[config.mk]
export PLATFORM = sky130hd
export DESIGN_NAME = apb_master
export DESIGN_NICKNAME = d
export VERILOG_FILES = /design/src/rtl/apb_master.sv
export SDC_FILE = /design/constraint.sdc
export NUM_CORES = 1
export LEC_CHECK = 0
export BUFFER_PORTS_ARGS = -buffer_cell sky130_fd_sc_hd__buf_2
export CORE_AREA = 2 2 116 118
export CTS_CLUSTER_SIZE = 20
export DETAILED_ROUTE_END_ITERATION = 16
export DIE_AREA = 0 0 118 120
export PLACE_DENSITY = 0.86
export SKIP_CTS_REPAIR_TIMING = 1
export SYNTH_ARGS = -nofsm -noshare
export SYNTH_HDL_FRONTEND = slang
export SYNTH_SLANG_ARGS = --single-unit
[constraint.sdc]
create_clock -name clk -period 2.3 [get_ports clk]
set_input_delay 0.46 -clock clk [delete_from_list [all_inputs] [get_ports clk]]
set_output_delay 0.46 -clock clk [all_outputs]
set_load 0.05 [all_outputs]
[src/rtl/apb_master.sv]
// apb_master - bridges single CPU requests onto a four-slave APB bus.
//
// State table:
//   state  | meaning
//   IDLE   | bus quiet; samples transfer/write/addr/wdata
//   SETUP  | PSEL[slot] high, PENABLE low, timeout counter cleared
//   ACCESS | PSEL[slot] and PENABLE high; waits for PREADY[slot] or timeout
//   DONE   | one-cycle ready pulse to the CPU, err qualifies it
//
// Ports:
//   clk, reset (async active-low)
//   CPU side : transfer, write, addr[31:0], wdata[31:0] in; rdata[31:0], ready, err out
//   APB side : PADDR[31:0], PWDATA[31:0], PWRITE, PENABLE, PSEL[3:0] out;
//              PRDATA0..3[31:0], PREADY0..3 in
// Address map (addr[31:12]): 0x10000 RAM, 0x10001 GPO, 0x10002 GPI, 0x10003 GPIO.
module apb_master #(
  parameter int TIMEOUT_CYC = 16
) (
  input  logic        clk,
  input  logic        reset,
  input  logic        transfer,
  input  logic        write,
  input  logic [31:0] addr,
  input  logic [31:0] wdata,
  output logic [31:0] rdata,
  output logic        ready,
  output logic        err,
  output logic [31:0] PADDR,
  output logic [31:0] PWDATA,
  output logic        PWRITE,
  output logic        PENABLE,
  output logic [3:0]  PSEL,
  input  logic [31:0] PRDATA0,
  input  logic [31:0] PRDATA1,
  input  logic [31:0] PRDATA2,
  input  logic [31:0] PRDATA3,
  input  logic        PREADY0,
  input  logic        PREADY1,
  input  logic        PREADY2,
  input  logic        PREADY3
);

  typedef enum logic [1:0] {
    IDLE   = 2'd0,
    SETUP  = 2'd1,
    ACCESS = 2'd2,
    DONE   = 2'd3
  } state_t;

  localparam logic [7:0] CNT_LAST = 8'(TIMEOUT_CYC - 1);

  state_t      state_q, state_d;
  logic [31:0] paddr_q, paddr_d;
  logic [31:0] pwdata_q, pwdata_d;
  logic        pwrite_q, pwrite_d;
  logic        penable_q, penable_d;
  logic [3:0]  psel_q, psel_d;
  logic [1:0]  slot_q, slot_d;
  logic [7:0]  cnt_q, cnt_d;
  logic [31:0] rdata_q, rdata_d;
  logic        ready_q, ready_d;
  logic        err_q, err_d;

  logic        mapped;
  logic [1:0]  slot_in;
  logic        pready_sel;
  logic [31:0] prdata_sel;

  always_comb begin
    mapped  = 1'b1;
    slot_in = 2'd0;
    case (addr[31:12])
      20'h10000: slot_in = 2'd0;
      20'h10001: slot_in = 2'd1;
      20'h10002: slot_in = 2'd2;
      20'h10003: slot_in = 2'd3;
      default:   mapped  = 1'b0;
    endcase
  end

  // Only the latched slot's handshake is observed.
  always_comb begin
    case (slot_q)
      2'd0:    begin pready_sel = PREADY0; prdata_sel = PRDATA0; end
      2'd1:    begin pready_sel = PREADY1; prdata_sel = PRDATA1; end
      2'd2:    begin pready_sel = PREADY2; prdata_sel = PRDATA2; end
      default: begin pready_sel = PREADY3; prdata_sel = PRDATA3; end
    endcase
  end

  // Outputs are computed for the next state so every bus/CPU output is a flop.
  always_comb begin
    state_d   = state_q;
    paddr_d   = paddr_q;
    pwdata_d  = pwdata_q;
    pwrite_d  = pwrite_q;
    slot_d    = slot_q;
    cnt_d     = cnt_q;
    rdata_d   = rdata_q;
    psel_d    = 4'b0000;
    penable_d = 1'b0;
    ready_d   = 1'b0;
    err_d     = 1'b0;
    case (state_q)
      IDLE: begin
        if (transfer) begin
          if (mapped) begin
            paddr_d  = addr;
            pwdata_d = wdata;
            pwrite_d = write;
            slot_d   = slot_in;
            psel_d   = 4'b0001 << slot_in;
            state_d  = SETUP;
          end else begin
            rdata_d = 32'h0;
            ready_d = 1'b1;
            err_d   = 1'b1;
            state_d = DONE;
          end
        end
      end
      SETUP: begin
        cnt_d     = 8'h0;
        psel_d    = psel_q;
        penable_d = 1'b1;
        state_d   = ACCESS;
      end
      ACCESS: begin
        if (pready_sel) begin
          if (!pwrite_q) rdata_d = prdata_sel;
          ready_d = 1'b1;
          state_d = DONE;
        end else if (cnt_q == CNT_LAST) begin
          rdata_d = 32'h0;
          ready_d = 1'b1;
          err_d   = 1'b1;
          state_d = DONE;
        end else begin
          cnt_d     = cnt_q + 8'h1;
          psel_d    = psel_q;
          penable_d = 1'b1;
        end
      end
      default: begin
        state_d = IDLE;
      end
    endcase
  end

  always_ff @(posedge clk or negedge reset) begin
    if (!reset) begin
      state_q   <= IDLE;
      paddr_q   <= 32'h0;
      pwdata_q  <= 32'h0;
      pwrite_q  <= 1'b0;
      penable_q <= 1'b0;
      psel_q    <= 4'b0000;
      slot_q    <= 2'd0;
      cnt_q     <= 8'h0;
      rdata_q   <= 32'h0;
      ready_q   <= 1'b0;
      err_q     <= 1'b0;
    end else begin
      state_q   <= state_d;
      paddr_q   <= paddr_d;
      pwdata_q  <= pwdata_d;
      pwrite_q  <= pwrite_d;
      penable_q <= penable_d;
      psel_q    <= psel_d;
      slot_q    <= slot_d;
      cnt_q     <= cnt_d;
      rdata_q   <= rdata_d;
      ready_q   <= ready_d;
      err_q     <= err_d;
    end
  end

  assign PADDR   = paddr_q;
  assign PWDATA  = pwdata_q;
  assign PWRITE  = pwrite_q;
  assign PENABLE = penable_q;
  assign PSEL    = psel_q;
  assign rdata   = rdata_q;
  assign ready   = ready_q;
  assign err     = err_q;

endmodule
**Word-level counts from Yosys, hierarchy flattened**

Cells that the tools add are included.

- Divide/modulo/power cells: 0
- Equal/unequal tests: 15
- Multipliers: 0
- $lt $le $gt $ge: 0
- Shift-type cells: 1
- Bitwise logic cells: 1
- Add/subtract/negate cells: 1
- Reductions and logical operators: 10
- Muxes and demuxes: 33

Operator list:

| cell | count |
|---|---|
| $mux 32 | 5 |
| $pmux 32 s3 | 1 |
| $eq 20x17->1 const B | 4 |
| $pmux 32 s2 | 1 |
| $mux 4 | 4 |
| $mux 8 | 2 |
| $pmux 8 s2 | 1 |
| $pmux 2 s3 | 2 |
| $pmux 4 s3 | 1 |
| $add 8x1->8 const B | 1 |
| $eq 8x4->1 const B | 1 |
| $mux 1 | 8 |
| $mux 2 | 4 |
| $ne 2x2->1 const B | 4 |
| $ne 3x3->1 const B | 2 |
| $pmux 1 s2 | 3 |
| $reduce_and 3->1 | 2 |
| $reduce_and 5->1 | 1 |
| $eq 2x1->1 const B | 2 |
| $eq 2x2->1 const B | 2 |
| $logic_not 2->1 | 2 |
| $reduce_and 2->1 | 2 |
| $reduce_bool 2->1 | 2 |
| $reduce_or 4->1 | 1 |
| other kinds (3) | 3 |

- Register bits after elaboration: 116
- Output and inout bits: 104
- Memory bits (writable): 0
- ROM bits: 0
- Bits of input ports: 200
- Logic and storage cells: 72
- Memories kept: 0
- Bits in latches: 0

**Longest topological paths before layout**

- Word-level depth: 6
- Depth in mapped cells: 8
- Depth with buffers taken out: 7

**Least setup slack after synthesis**

No wires, ideal clock.

- Path type: in2reg
- From: in addr[26]
- To: reg paddr_q[10], in the netlist PADDR[10]
- Setup time: 125 ps
- Path slack: 242 ps
- Stages: 6
- Buffers on the path: 2
- Arrival time: 1933 ps
- Data required time: 2175 ps
- Path through: nor4b_1 -> nand2_1 -> nor3_2 -> buf_2 -> buf_2 -> mux2_2

- Word-level cells in the longest chain between the ends: 4
- Elaborated cells between the ends (all ways): 7
- Classes of those cells: 4 x eq/ne; 1 x mux; 2 x reduce/logical

RTL lines:

| what | RTL line | source |
|---|---|---|
| from (decl) | 23 | `input logic [31:0] addr,` |
| $eq 20x17->1 | 72 | `case (addr[31:12])` |
| $reduce_or 4->1 (no line) * | - |  |
| $mux 1 * | 72 |  |
| $reduce_and 3->1 (no line) * | - |  |
| to (signal assigned) | 165 | `paddr_q <= paddr_d;` |
| to (decl) | 53 | `logic [31:0] paddr_q, paddr_d;` |

Every way passes the cells marked *; elsewhere a longest branch is shown, timed or not.
A chain may end at the register's enable or synchronous reset.

**Worst setup path in the final report**

- From: reg slot_q[0]
- To: reg rdata_q[14], in the netlist rdata[14]

- Word-level cells in the longest chain between the ends: 5
- Elaborated cells between the ends (all ways): 11
- Classes of those cells: 4 x eq/ne; 5 x mux; 2 x reduce/logical

RTL lines:

| what | RTL line | source |
|---|---|---|
| from (decl) | 58 | `logic [1:0] slot_q, slot_d;` |
| from (signal assigned) | 170 | `slot_q <= slot_d;` |
| $eq 2x2->1, or another cell as far along | 83 | `case (slot_q)` |
| $pmux 32 s3 | 83 |  |
| $mux 32 | 130 | `if (!pwrite_q) rdata_d = prdata_sel;` |
| $mux 32 | 129 | `if (pready_sel) begin` |
| $pmux 32 s2 | 104 | `case (state_q)` |
| to (signal assigned) | 172 | `rdata_q <= rdata_d;` |
| to (decl) | 60 | `logic [31:0] rdata_q, rdata_d;` |

Several ways; a longest one is shown, not always the timed one. The select of a mux whose other input is x is not followed.

==> results.toml <==
[run_status]
status = "finished, final reports clean"

[drt]
via_per_inst = 5.01
vias = 4472
routed_wl_um = 14900
dr.pass1.iters = 5
drc = 0
drtIter0Drc = 184
ant_nets = 0
wl_per_cell_um = 16.7

[synthesis]
yosysWarnings = 0
netlist.area_leader.share = 0.538
synth_edf_count = 0
async_flop_share = 1.00
synth_ff_type = "dfrtp_1"
seq_area_frac_synth = 0.538
yosys.cell_types.count = 40
synth_area_leader_cell = "dfrtp_1"
syn_inst = 393
synth_seq_cells = 116
synth_area_mm2 = 0.00540
synthesis.nets = 598
syn_avg_cell_area_um2 = 13.7
synthTopCellsByArea = "dfrtp_1 (54%), mux4_2 (14%), mux2_2 (9.8%)"

[die]
fp.dieH_um = 120
rows = 42
io_pins = 304
core_mm2 = 0.0130
die-width_um = 118
die_area_mm2 = 0.0142
start_util = 0.416

[clocking]
clk_latency_ns = 0.41
cts_tree = "done"
path_clk_slew_ns = 0.06
cts_buffers = 17
cts_max_path_buffers = 2
h-tree-depth = 4
cts_root_buf = "clkbuf_16"
cts_sinks = 116

[setup_path]
r2r-start = "slot_q[0]$_DFFE_PN0P_"
path_max_fanout = 32
worstSetupStartpointType = "register"
setup.worst_path.start = "slot_q[0]$_DFFE_PN0P_"
reg2reg_depth = 4
crit_type = "reg2reg"
required_ns = 2.62
critPathArrivalTime_ns = 2.33
rrSetupSlack_ns = 0.29
worst_setup_path_end_kind = "register"

[timing]
fin_crit_sh = 0.873
max_freq_mhz = 498
fin_tns_setup_ns = 0
period_needed_ns = 2.01
rsz0062_at_grt = "no"
tightest_slew_ns = 0.620
skew_ns = 0.00843
finalHoldViolCount = 0
maxSlewHeadroom = 0.586
drv_slew = 0
finalSetupViolations = 0

[power_and_ir_drop]
seq_power_share = 0.338
ir_drop_uv = 480
p_leak_nw = 4.28
swShare = 0.381
switching_power_mw = 2.85
comb_power_share = 0.332
cellPowerDensity_mw_per_mm2 = 970
p_int_mw = 4.63
clock_power_share = 0.330

[global_routing]
grt_pass1_wl_um = 23800
grt_max_degree = 117
grt-ovfl-total = 0
antenna_found_initial = 1
grtUsageTotal = 0.215
grt_pass1_vias = 4841

[placement]
dp_hpwl_um = 11100
routabilityCongestion = 0.770
port-buffer-count = 303

[min_path]
hp-class = "in2async"

[finish]
n_antenna_cell = 0
nNetsFinal = 909
final_core_util = 0.594
drive_above_1_share = 0.604
fillers = 1091
area_delta_synth_final_pct = 42.8

[job]
timing.max_cap.violations = 0
## power groups by stage
| stage | logic, mW | registers (mW) | clock network, mW |
|---|---|---|---|
| 6_report | 2.48 | 2.53 | 2.47 |
| 5_1_grt | 2.65 | 2.57 | 2.62 |
| 4_1_cts | 2.50 | 2.53 | 2.52 |
| 3_5_place_dp | 2.48 | 2.56 | 0 |
| 3_3_place_gp | 2.45 | 2.55 | 0 |
| 2_1_floorplan | 0.803 | 3.51 | 0 |
## metal layers
metal  vias to the layer above  track usage  routed length [um]
met4                         0       0.0926                 366
met1                      2183        0.247                5650
li1                       2044            -                   -
met5                         -            0                   0
met2                       216        0.366                7600
met3                        29       0.0741                1300
## cell type report
cell class              count  area, um2  area share
clock buffers              20        457      0.0593
clock inverters            12        106      0.0138
inverters                  39        146      0.0190
multi-input cells         215       2220       0.289
flip-flops and latches    116       2900       0.377
well taps                 176        220      0.0286
repair buffers            315       1650       0.214
## cells in the mapped netlist, types with 2 or more instances
cell       number
nor2b_1        18
mux4_2         33
a21o_1          2
nand3_1         4
inv_1          39
mux2_2         47
xor2_1          3
clkbuf_1       10
buf_2           9
nor4_1          4
buf_6           4
o41ai_1         2
dfrtp_1       116
o31ai_1         2
nand2b_1        2
o2bb2ai_1      31
nor4b_1         2
o21ai_0        10
a21oi_1         2
and3_1          3
nand2_1        17
nor2_1         11
ha_1            5
## registers in the layout, indices dropped and copies added (netlist names)
signal   cells
ready        1
PADDR       32
slot_q       2
state_q      2
cnt_q        8
PSEL         4
PENABLE      1
PWRITE       1
PWDATA      32
err          1
rdata       32
## kinds of logic (layout without fill, tap and decap cells)
family,count (synthesis),after routing,share of synthesized area
AND/OR/NAND/NOR,70,70,0.0710
AO/OA/AOI/OAI,56,56,0.0863
XOR/XNOR,4,4,0.00649
adder cells (fa/ha/maj),5,5,0.0116
buffers and inverters,62,386,0.0508
multiplexers,80,80,0.236
flip-flops,116,116,0.538
## metrics by stage
stage | hold slack, ns | std cells | setup WS [ns] | area [um2] | total power [mW]
2_1_floorplan | 0.164 | 393 | 0.242 | 5400 | 4.31
4_1_cts | 0.159 | 893 | 0.293 | 7700 | 7.55
6_report | 0.143 | 893 | 0.293 | 7700 | 7.48
5_1_grt | 0.186 | 893 | 0.161 | 7700 | 7.84
3_5_place_dp | 0.453 | 861 | 0.0983 | 7140 | 5.05
3_3_place_gp | 0.448 | 861 | 0.134 | 7140 | 5.00
## worst max-delay path: stages, from the launching register on
cell       delay, ns
dfrtp_2         0.37
mux4_2          0.62
a211oi_4        0.29
a311o_4         0.43
o2bb2ai_1       0.18
## path summary, 6_finish.rpt
check	endpoint
max	rdata[14]$_DFFE_PN0P_
min	PADDR[29]$_DFFE_PN0P_
max reg2reg	rdata[14]$_DFFE_PN0P_
min reg2reg	PADDR[28]$_DFFE_PN0P_
max in group asynchronous	slot_q[0]$_DFFE_PN0P_
min in group clk	PSEL[0]$_DFFE_PN0P_
## cells in the final DEF (no fill, tap or decap), types with 2 or more instances in the layout
| cell type | count |
|---|---|
| a21o_1 | 2 |
| a21oi_1 | 2 |
| and3_1 | 3 |
| buf_12 | 3 |
| buf_2 | 302 |
| buf_4 | 10 |
| clkbuf_16 | 17 |
| clkbuf_8 | 2 |
| clkinv_2 | 4 |
| clkinv_4 | 2 |
| clkinvlp_4 | 4 |
| dfrtp_1 | 115 |
| ha_1 | 5 |
| inv_1 | 39 |
| mux2_2 | 47 |
| mux4_2 | 33 |
| nand2_1 | 17 |
| nand2b_1 | 2 |
| nand3_1 | 4 |
| nor2_1 | 11 |
| nor2b_1 | 18 |
| nor4_1 | 4 |
| nor4b_1 | 2 |
| o21ai_0 | 10 |
| o2bb2ai_1 | 31 |
| o31ai_1 | 2 |
| o41ai_1 | 2 |
| xor2_1 | 3 |
Power figures use the tool's default switching activity.
